## src/rtl/decim4_avg_feeder_if.sv

```systemverilog
// rtl/decim4_avg_feeder_if.sv - I/Q sample stream and Avalon-MM FIFO write bus for decim4_avg_feeder
interface decim4_avg_feeder_if #(
  parameter int DATA_W = 16
);
  logic                     in_valid;
  logic signed [DATA_W-1:0] in_data_i;
  logic signed [DATA_W-1:0] in_data_q;
  logic                     avalonmm_write_master_write;
  logic [2*DATA_W-1:0]      avalonmm_write_master_writedata;
  logic                     avalonmm_write_master_waitrequest;

  modport master (
    input  in_valid,
    input  in_data_i,
    input  in_data_q,
    input  avalonmm_write_master_waitrequest,
    output avalonmm_write_master_write,
    output avalonmm_write_master_writedata
  );

  modport slave (
    output in_valid,
    output in_data_i,
    output in_data_q,
    output avalonmm_write_master_waitrequest,
    input  avalonmm_write_master_write,
    input  avalonmm_write_master_writedata
  );
endinterface

```

## src/rtl/decim4_avg_feeder.sv

```systemverilog
// rtl/decim4_avg_feeder.sv - group-average I/Q decimator feeding a FIFO write slave
// Optional DECIM4_OVF_COUNT_EN adds a saturating 16-bit dropped-result counter (ovf_count).
module decim4_avg_feeder #(
  parameter int DATA_W     = 16,
  parameter int DECIM_LOG2 = 2
) (
  input  logic                   wrclock,
  input  logic                   wrreset,
  decim4_avg_feeder_if.master    bus,
  output logic                   ovf_pulse
`ifdef DECIM4_OVF_COUNT_EN
  ,
  output logic [15:0]            ovf_count
`endif
);
  localparam int AW = DATA_W + DECIM_LOG2;
  localparam logic [DECIM_LOG2-1:0] PH_LAST = '1;
  localparam logic signed [AW-1:0]  HALF    = AW'(2 ** (DECIM_LOG2 - 1));

  logic [DECIM_LOG2-1:0] phase_q, phase_d;
  logic signed [AW-1:0]  acc_i_q, acc_i_d;
  logic signed [AW-1:0]  acc_q_q, acc_q_d;
  logic                  write_q, write_d;
  logic [2*DATA_W-1:0]   wdata_q, wdata_d;
  logic                  ovf_q, ovf_d;

  logic signed [AW-1:0]     smp_i, smp_q, sum_i, sum_q, rnd_i, rnd_q;
  logic signed [DATA_W-1:0] avg_i, avg_q;
  logic                     grp_done, stalled, accepted;

  always_comb begin
    smp_i = {{DECIM_LOG2{bus.in_data_i[DATA_W-1]}}, bus.in_data_i};
    smp_q = {{DECIM_LOG2{bus.in_data_q[DATA_W-1]}}, bus.in_data_q};
    sum_i = acc_i_q + smp_i;
    sum_q = acc_q_q + smp_q;
    // Round half up; the accumulator has enough headroom that this never wraps.
    rnd_i = sum_i + HALF;
    rnd_q = sum_q + HALF;
    avg_i = DATA_W'(rnd_i >>> DECIM_LOG2);
    avg_q = DATA_W'(rnd_q >>> DECIM_LOG2);

    grp_done = bus.in_valid && (phase_q == PH_LAST);
    stalled  = write_q && bus.avalonmm_write_master_waitrequest;
    accepted = write_q && !bus.avalonmm_write_master_waitrequest;

    phase_d = phase_q;
    acc_i_d = acc_i_q;
    acc_q_d = acc_q_q;
    write_d = write_q;
    wdata_d = wdata_q;
    ovf_d   = 1'b0;

    if (bus.in_valid) begin
      phase_d = phase_q + 1'b1;
      if (phase_q == '0) begin
        acc_i_d = smp_i;
        acc_q_d = smp_q;
      end else begin
        acc_i_d = sum_i;
        acc_q_d = sum_q;
      end
    end

    if (accepted) begin
      write_d = 1'b0;
    end

    // A stalled pending word wins; a new result arriving then is dropped.
    if (grp_done) begin
      if (stalled) begin
        ovf_d = 1'b1;
      end else begin
        write_d = 1'b1;
        wdata_d = {avg_i, avg_q};
      end
    end
  end

  always_ff @(posedge wrclock) begin
    if (wrreset) begin
      phase_q <= '0;
      acc_i_q <= '0;
      acc_q_q <= '0;
      write_q <= 1'b0;
      wdata_q <= '0;
      ovf_q   <= 1'b0;
    end else begin
      phase_q <= phase_d;
      acc_i_q <= acc_i_d;
      acc_q_q <= acc_q_d;
      write_q <= write_d;
      wdata_q <= wdata_d;
      ovf_q   <= ovf_d;
    end
  end

`ifdef DECIM4_OVF_COUNT_EN
  logic [15:0] ovf_cnt_q, ovf_cnt_d;

  always_comb begin
    ovf_cnt_d = ovf_cnt_q;
    if (ovf_d && (ovf_cnt_q != 16'hFFFF)) begin
      ovf_cnt_d = ovf_cnt_q + 16'd1;
    end
  end

  always_ff @(posedge wrclock) begin
    if (wrreset) begin
      ovf_cnt_q <= '0;
    end else begin
      ovf_cnt_q <= ovf_cnt_d;
    end
  end

  assign ovf_count = ovf_cnt_q;
`endif

  assign bus.avalonmm_write_master_write     = write_q;
  assign bus.avalonmm_write_master_writedata = wdata_q;
  assign ovf_pulse                           = ovf_q;
endmodule
```

## src/flat_wrapper.sv

```systemverilog
// flat-port wrapper written by rule: the top's interface ports become plain ports
module decim4_avg_feeder_flat 
#(
  parameter int DATA_W     = 16,
  parameter int DECIM_LOG2 = 2
)
  (wrclock, wrreset, ovf_pulse, bus_in_valid, bus_in_data_i, bus_in_data_q, bus_avalonmm_write_master_waitrequest, bus_avalonmm_write_master_write, bus_avalonmm_write_master_writedata);
  decim4_avg_feeder_if #(.DATA_W(DATA_W)) bus_i ();
  input  logic wrclock;
  input  logic wrreset;
  output logic ovf_pulse;
  input wire logic [$bits(bus_i.in_valid)-1:0] bus_in_valid;
  input wire logic [$bits(bus_i.in_data_i)-1:0] bus_in_data_i;
  input wire logic [$bits(bus_i.in_data_q)-1:0] bus_in_data_q;
  input wire logic [$bits(bus_i.avalonmm_write_master_waitrequest)-1:0] bus_avalonmm_write_master_waitrequest;
  output wire logic [$bits(bus_i.avalonmm_write_master_write)-1:0] bus_avalonmm_write_master_write;
  output wire logic [$bits(bus_i.avalonmm_write_master_writedata)-1:0] bus_avalonmm_write_master_writedata;
  assign bus_i.in_valid = bus_in_valid;
  assign bus_i.in_data_i = bus_in_data_i;
  assign bus_i.in_data_q = bus_in_data_q;
  assign bus_i.avalonmm_write_master_waitrequest = bus_avalonmm_write_master_waitrequest;
  assign bus_avalonmm_write_master_write = bus_i.avalonmm_write_master_write;
  assign bus_avalonmm_write_master_writedata = bus_i.avalonmm_write_master_writedata;
  decim4_avg_feeder #(.DATA_W(DATA_W), .DECIM_LOG2(DECIM_LOG2)) u_core (.wrclock(wrclock), .wrreset(wrreset), .bus(bus_i), .ovf_pulse(ovf_pulse));
endmodule
```

## config.mk

```make
export PLATFORM = sky130hd
export DESIGN_NAME = decim4_avg_feeder_flat
export DESIGN_NICKNAME = d
export VERILOG_FILES = /design/src/rtl/decim4_avg_feeder_if.sv /design/src/rtl/decim4_avg_feeder.sv /design/src/flat_wrapper.sv
export SDC_FILE = /design/constraint.sdc
export NUM_CORES = 1
export LEC_CHECK = 0
export ABC_AREA = 1
export CAP_MARGIN = 0
export CORE_ASPECT_RATIO = 1.4
export CORE_MARGIN = 5
export CORE_UTILIZATION = 50
export DETAILED_ROUTE_END_ITERATION = 10
export GPL_TIMING_DRIVEN = 0
export PLACE_DENSITY = 0.71
export SLEW_MARGIN = 5
export SYNTH_ARGS = -nofsm -noshare
export SYNTH_HDL_FRONTEND = slang
export SYNTH_SLANG_ARGS = --single-unit
```

## constraint.sdc

```tcl
create_clock -name wrclock -period 8.4 [get_ports wrclock]
set_input_delay 2.1 -clock wrclock [delete_from_list [all_inputs] [get_ports wrclock]]
set_output_delay 2.1 -clock wrclock [all_outputs]
set_load 0.05 [all_outputs]
```

# Yosys cells after proc, flatten, opt, wreduce, memory -nomap -nowiden
# Index checks and enable logic that the tools add are counted.
# word_totals
reg_bits	72
wordCells	27
inputBits	36
out_inout_bits	34
# classes
reduce_logical	7
eq_ne	1
muxes	6
n_bitwise	2
n_addsub	5
# ops
operator	count
$add A18 B16 Y18	2
$add A18 B3 Y18 const B	2
$mux W18	2
$mux W1	4
$logic_and A1 B1 Y1	3
$add A2 B1 Y2 const B	1
$eq A2 B2 Y1 const B	1
$logic_not A2 Y1	1
$not A1 Y1	2
$reduce_and A2 Y1	1
$reduce_or A2 Y1	1
$logic_not A1 Y1	1

# Logic depth before layout (Yosys ltp)
# Gate-level depths: netlist of run 1.
# logic_depth
word_depth	5
depth_mapped	18
mapped_depth_nobuf	18

# Worst setup path before layout of run 1
# OpenSTA, ideal clock, no wires.
# synth_timing
path_kind	input to register
start	in bus_in_data_q[0]
end	reg u_core.wdata_q[15] (netlist: u_core.bus.avalonmm_write_master_writedata[15])
stages	16
path_buffers	0
path_slack_ns	4.308
setup_ns	0.109
t_required_ns	8.291
arrival_time_ns	3.983
path_cell_list	ha_1 fa_1 xnor2_1 inv_1 ha_1 nand3_1 nor2_2 nand2_1 nor2_4 nand3_1 nor2_2 nand2_1 nand2_1 nand3_1 nand2_1 inv_1
# synth_via
elab_chain_cells	2
# synth_rtl
item	line_no	text
from (decl)	flat_wrapper.sv:14	input wire logic [$bits(bus_i.in_data_q)-1:0] bus_in_data_q;
$add A18 B16 Y18	decim4_avg_feeder.sv:35	sum_q = acc_q_q + smp_q;
$add A18 B3 Y18	decim4_avg_feeder.sv:38	rnd_q = sum_q + HALF;
to (signal assigned)	decim4_avg_feeder.sv:92	wdata_q <= wdata_d;
to (decl)	decim4_avg_feeder.sv:24	logic [2*DATA_W-1:0] wdata_q, wdata_d;
# No other way between the ends.
# A chain may end at the register's enable or synchronous reset.

# Worst setup path after layout of run 1
# Ends and elaborated chain as after synthesis.

==> impl_metrics.env, run 1 <==
export IMPL_status="finished, final reports clean"
export IMPL_vias=6458
export IMPL_ys_warnings_count=0
export IMPL_worst_ep_arrival_time_ps=4840
export IMPL_comb_power_share=0.376
export IMPL_rows=47
export IMPL_drv_cap=0
export IMPL_grt_pass1_wl_um=29800
export IMPL_postCtsHoldBufs=0
export IMPL_critical_path_class="primary input to flip-flop"
export IMPL_avgRoutedWirePerCell_um=15.3
export IMPL_io_pins=70
export IMPL_core_um2=11800
export IMPL_period_needed_ps=4600
export IMPL_maxSlewHeadroom=0.447
export IMPL_multi_input_area_um2=3900
export IMPL_path_max_fanout=3
export IMPL_power_switching_share=0.387
export IMPL_placedCellCount=1201
export IMPL_start_kind="primary input"
export IMPL_die_width_um=103
export IMPL_p_int_mw=0.756
export IMPL_finalWorstSetupSlack_ps=3800
export IMPL_synthToLayoutAreaGrowth_pct=19.1
export IMPL_nets=1141
export IMPL_drv_slew=0
export IMPL_leakagePower_nw=3.63
export IMPL_power_density_nw_per_um2=172
export IMPL_firstDrtPassIters=5
export IMPL_clock_root_buffer="clkbuf_16"
export IMPL_cts_resized=0
export IMPL_pre_cts_ws_ps=3470
export IMPL_initial_utilization=0.510
export IMPL_gp_congestion=0.959
export IMPL_diodes=0
export IMPL_switchingPower_mw=0.478
export IMPL_rsz0062_at_grt="no"
export IMPL_cts_setup_buffers=0
export IMPL_insertion_delay_ps=340
export IMPL_tns_ps=0
export IMPL_synth_fp_nets=1063
export IMPL_clkTransAtPathRegs_ps=60
export IMPL_stdcell_count=1217
export IMPL_grt_usage=0.266
export IMPL_cp_required_ps=8640
export IMPL_synth_area_um2=6030
export IMPL_hold_class="flip-flop to flip-flop"
export IMPL_hold_violations=0
export IMPL_grt_pass1_vias=6283
export IMPL_final_cell_mix="nand2_1 (296), inv_1 (146), dfxtp_1 (72)"
export IMPL_drtAntennaViolNets=0
export IMPL_drc=0
export IMPL_power_mw=1.23
export IMPL_ys_seq_area_frac=0.239
export IMPL_place_hpwl_um=14800
export IMPL_io_buffers=67
export IMPL_synth_seq_cells=72
export IMPL_synthCells=987
export IMPL_worst_slew_pin_slew_ps=830
export IMPL_area_sequential_um2=1440
export IMPL_avgSynthCellArea_um2=6.11
export IMPL_post_route_cells_drive_above_1_share=0.0813
export IMPL_drt_total_wl_um=18600
export IMPL_htree_levels=3
export IMPL_seq_power_share=0.305
export IMPL_hold_ws_ps=469
export IMPL_skew_ps=8.99
export IMPL_vias_per_cell=5.31
export IMPL_cts_buffers=9
export IMPL_die_area_um2=14400
export IMPL_cts_buffer_depth=2
export IMPL_worstSetupEndpointType="flip-flop"
export IMPL_ys_types=37
export IMPL_grt_start_max_net_pins=13
export IMPL_cts_sinks=72
export IMPL_setup_violations_final=0
export IMPL_drt_initial_drc_count=286
export IMPL_grt_overflow_total=0
export IMPL_die_height_um=140
export IMPL_period_share=0.548
export IMPL_fillerInstances=1198
export IMPL_power_share_clock=0.319
export IMPL_fmax_ghz=0.217
export IMPL_final_common_cell="nand2_1"
export IMPL_antenna_found_initial=0
export IMPL_ir_drop_mv=0.102
export IMPL_tritoncts="yes"
Yosys cell counts (all sizes together):
master  count  area (um2)
nand3b      5        41.3
inv       153         574
xor2        9        78.8
nand2     327        1330
or2         2        12.5
and2        7        46.3
a21o        1        7.51
clkbuf     22        82.6
o21bai      1        7.51
clkinv      2        7.51
a31oi       4        25.0
a21boi      1        7.51
nand4       9        56.3
nor3        9        67.6
fa          2        40.0
xnor2       6        52.6
nand3      75         435
o31ai       1        7.51
buf         5        21.3
o21ai      48         240
a21oi      72         364
nor2       85         377
ha         38         475
o211ai     31         233
dfxtp      72        1440
kinds of logic after synthesis:
family	Yosys count	share of synthesized area
AOI/OAI and AO/OA	159	0.148
DFF	72	0.239
buffers and inverters	182	0.114
xor gates and xnor gates	15	0.0218
and+or+nand+nor	519	0.392
adders and majority gates	40	0.0855
path summary, 6_finish.rpt:
kind / startpoint / cells after the start / slack (ps) / to
worst max-delay path: bus_in_data_q[0] / 17 / 3800 / u_core.bus.avalonmm_write_master_writedata[15]
worst min-delay path: u_core.acc_q_q[14] / 2 / 470 / u_core.acc_q_q[14]
worst min register to register: u_core.acc_q_q[14] / 2 / 470 / u_core.acc_q_q[14]
worst max register to register: u_core.acc_q_q[0] / 16 / 5740 / u_core.bus.avalonmm_write_master_writedata[15]
state kept, by name (all words and copies together), names as in the netlist:
name and cells:
u_core.bus.avalonmm_write_master_writedata 32, u_core.acc_i_q 18, u_core.acc_q_q 18, u_core.phase_q 2, u_core.bus.avalonmm_write_master_write 1, u_core.ovf_pulse 1
through the flow:
stage	instance area [um2]	utilization
3_3_place_gp	6880	0.582
5_1_grt	7180	0.607
2_1_floorplan	6030	-
3_5_place_dp	6880	0.582
6_report	7180	0.607
4_1_cts	7180	0.607
critical path: stages:
cell and delay, ps:
clkdlybuf4s50_1 450, ha_1 270, fa_1 470, xnor2_1 180
inv_1 90, ha_1 210, nand3_1 100, nor2_2 130
nand2_1 110, nor2_4 140, nand3_1 130, nor2_2 170
nand2_1 80, nand2_1 60, nand3_1 60, nand2_1 60
inv_1 30
routing by layer:
metal | vias to the layer above | global-route usage | part of all wire
met5 | - | 0 | 0
met4 | 0 | 0.139 | 0.054
met3 | 60 | 0.0323 | 0.046
met2 | 175 | 0.490 | 0.52
met1 | 2909 | 0.287 | 0.38
li1 | 3314 | - | -
power by group through the flow:
stage	clock, mW	sequential, mW	combinational [mW]
2_1_floorplan	0	0.394	0.328
3_3_place_gp	0	0.383	0.455
3_5_place_dp	0	0.383	0.459
4_1_cts	0.398	0.376	0.462
5_1_grt	0.416	0.378	0.521
6_report	0.394	0.376	0.464
layout make-up:
type	instances	area share
tap	147	0.0256
clock inverter	5	0.00784
multi-input combinational	733	0.543
sequential	72	0.201
inverter	155	0.0810
buffer	27	0.0145
timing repair buffer	67	0.0934
clock buffer	11	0.0338
Note: power is estimated with default switching activity, not from simulation.
==> run 2, diff against run 1 <==
PLACE_DENSITY = 0.74   (was 0.71)
clock period = 3.8 ns   (was 8.4 ns; I/O delays follow)
==> run 2 against run 1 <==
Hold slack worse by 1.1 ps. Sequential power up 120%. Worst setup slack got worse by 3400 ps. Final area is essentially flat. Cell count is essentially flat. Total power increased by 120%. Sequential share of layout area is essentially flat. Non-clock buffer count did not move. First-iteration DRC count grew 5.2%. Flip-flop and latch count did not move. Die area did not move.
==> impl_metrics.env, run 2 (synthesized netlist as in run 1, its figures left out) <==
export IMPL_cts_buffer_depth=2
export IMPL_power_density_nw_per_um2=375
export IMPL_drt_total_wl_um=18400
export IMPL_rsz0062_at_grt="no"
export IMPL_drv_cap=0
export IMPL_cp_startpoint="bus_in_data_q[0]"
export IMPL_cts_setup_buffers=0
export IMPL_insertion_delay_ps=340
export IMPL_drv_slew=0
export IMPL_cp_endpoint="u_core.bus.avalonmm_write_master_writedata[15]"
export IMPL_avgRoutedWirePerCell_um=15.2
export IMPL_reg2reg_from="u_core.acc_q_q[0]"
export IMPL_vias_per_cell=5.31
export IMPL_die_height_um=140
export IMPL_grt_start_max_net_pins=12
export IMPL_r2r_end="u_core.bus.avalonmm_write_master_writedata[15]"
export IMPL_hold_class="flip-flop to flip-flop"
export IMPL_core_um2=11800
export IMPL_period_needed_ps=3430
export IMPL_grt_pass1_wl_um=29600
export IMPL_hold_violations=0
export IMPL_die_area_um2=14400
export IMPL_synthToLayoutAreaGrowth_pct=19.0
export IMPL_ir_drop_mv=0.230
export IMPL_die_width_um=103
export IMPL_worst_slew_pin_slew_ps=822
export IMPL_maxSlewHeadroom=0.452
export IMPL_worst_ep_arrival_time_ps=3670
export IMPL_cts_buffers=9
export IMPL_leakagePower_nw=3.63
export IMPL_final_common_cell="nand2_1"
export IMPL_firstDrtPassIters=5
export IMPL_diodes=0
export IMPL_period_share=0.902
export IMPL_holdPathStages=2
export IMPL_critical_path_class="primary input to flip-flop"
export IMPL_grt_usage=0.261
export IMPL_cp_required_ps=4040
export IMPL_vias=6460
export IMPL_place_hpwl_um=14500
export IMPL_drc=0
export IMPL_fmax_ghz=0.292
export IMPL_pre_cts_ws_ps=48.6
export IMPL_cts_resized=0
export IMPL_largest_reg_flops=32
export IMPL_clkTransAtPathRegs_ps=60
export IMPL_seq_power_share=0.309
export IMPL_p_int_mw=1.65
export IMPL_cts_sinks=72
export IMPL_drt_initial_drc_count=301
export IMPL_finalWorstSetupSlack_ps=371
export IMPL_io_pins=70
export IMPL_io_buffers=67
export IMPL_postCtsHoldBufs=0
export IMPL_initial_utilization=0.510
export IMPL_antenna_found_initial=0
export IMPL_start_kind="primary input"
export IMPL_power_share_clock=0.310
export IMPL_status="finished, final reports clean"
export IMPL_hold_ws_ps=468
export IMPL_nets=1141
export IMPL_final_cell_mix="nand2_1 (296), inv_1 (146), dfxtp_1 (72)"
export IMPL_reg2reg_slack_ps=1160
export IMPL_htree_levels=3
export IMPL_drtAntennaViolNets=0
export IMPL_switchingPower_mw=1.04
export IMPL_gp_congestion=0.997
export IMPL_worstSetupEndpointType="flip-flop"
export IMPL_tns_ps=0
export IMPL_reg2reg_depth=16
export IMPL_post_route_cells_drive_above_1_share=0.0814
export IMPL_rows=47
export IMPL_grt_overflow_total=0
export IMPL_setup_violations_final=0
export IMPL_power_switching_share=0.386
export IMPL_clock_root_buffer="clkbuf_16"
export IMPL_tritoncts="yes"
export IMPL_skew_ps=6.32
export IMPL_comb_power_share=0.381
export IMPL_grt_pass1_vias=6311
export IMPL_path_max_fanout=3
## run 2: cell types whose count changed in the layout (fill, tap and decap cells not counted)
cell       before  now
bufinv_16       1    0
clkinv_4        1    0
clkbuf_8        1    4
clkinv_2        2    1
clkbuf_1       23   22
## run 2: power groups by stage
stage	logic [mW]	registers [mW]	clock network, mW
after floorplan	0.724	0.872	0
after global placement	1.00	0.846	0
after detailed placement	1.01	0.846	0
after CTS	1.02	0.831	0.845
after global routing	1.15	0.835	0.885
final	1.03	0.832	0.836
## run 2: metrics by stage
step                      utilization  cells  power (mW)  cell area (um2)
after detailed placement        0.582   1201        1.86             6880
after CTS                       0.607   1216        2.69             7170
after floorplan                     -    987        1.60             6030
final                           0.607   1216        2.69             7170
after global placement          0.582   1201        1.85             6880
after global routing            0.607   1216        2.87             7170
## run 2: layer usage
metal  track usage  up-vias  share of wire
met5             0        -              0
met4         0.122        0          0.045
met3        0.0393       58          0.046
met2         0.479      182           0.52
met1         0.287     2905           0.39
li1              -     3315              -
## run 2: layout make-up
type                    count  area [um2]
plain buffers              27         104
clock buffers              13         280
clock inverters             2        12.5
fillers                  1181        4650
inverters                 155         582
multi-input cells         733        3900
flip-flops and latches     72        1440
well taps                 147         184
repair buffers             67         671
## run 2: worst min path at each step
stage	slack (ps)	to	startpoint
6_report	470	u_core.acc_i_q[11]	u_core.acc_i_q[11]
2_1_floorplan	450	u_core.acc_i_q[10]	u_core.acc_i_q[10]
4_1_cts	470	u_core.acc_q_q[9]	u_core.acc_q_q[9]
5_1_grt	490	u_core.acc_i_q[11]	u_core.acc_i_q[11]
3_3_place_gp	460	u_core.acc_i_q[8]	u_core.acc_i_q[8]
3_5_place_dp	460	u_core.acc_q_q[9]	u_core.acc_q_q[9]
## run 2: critical path, cell delays in order
cell and delay, ps:
clkdlybuf4s50_1 450, ha_1 270, fa_1 460, xnor2_1 180, inv_1 90, ha_1 190, nand3_1 100, nor2_2 130
nand2_1 110, nor2_4 130, nand3_1 140, nor2_2 150, nand2_1 60, nand2_1 50, nand3_1 90, nand2_1 80
inv_1 30
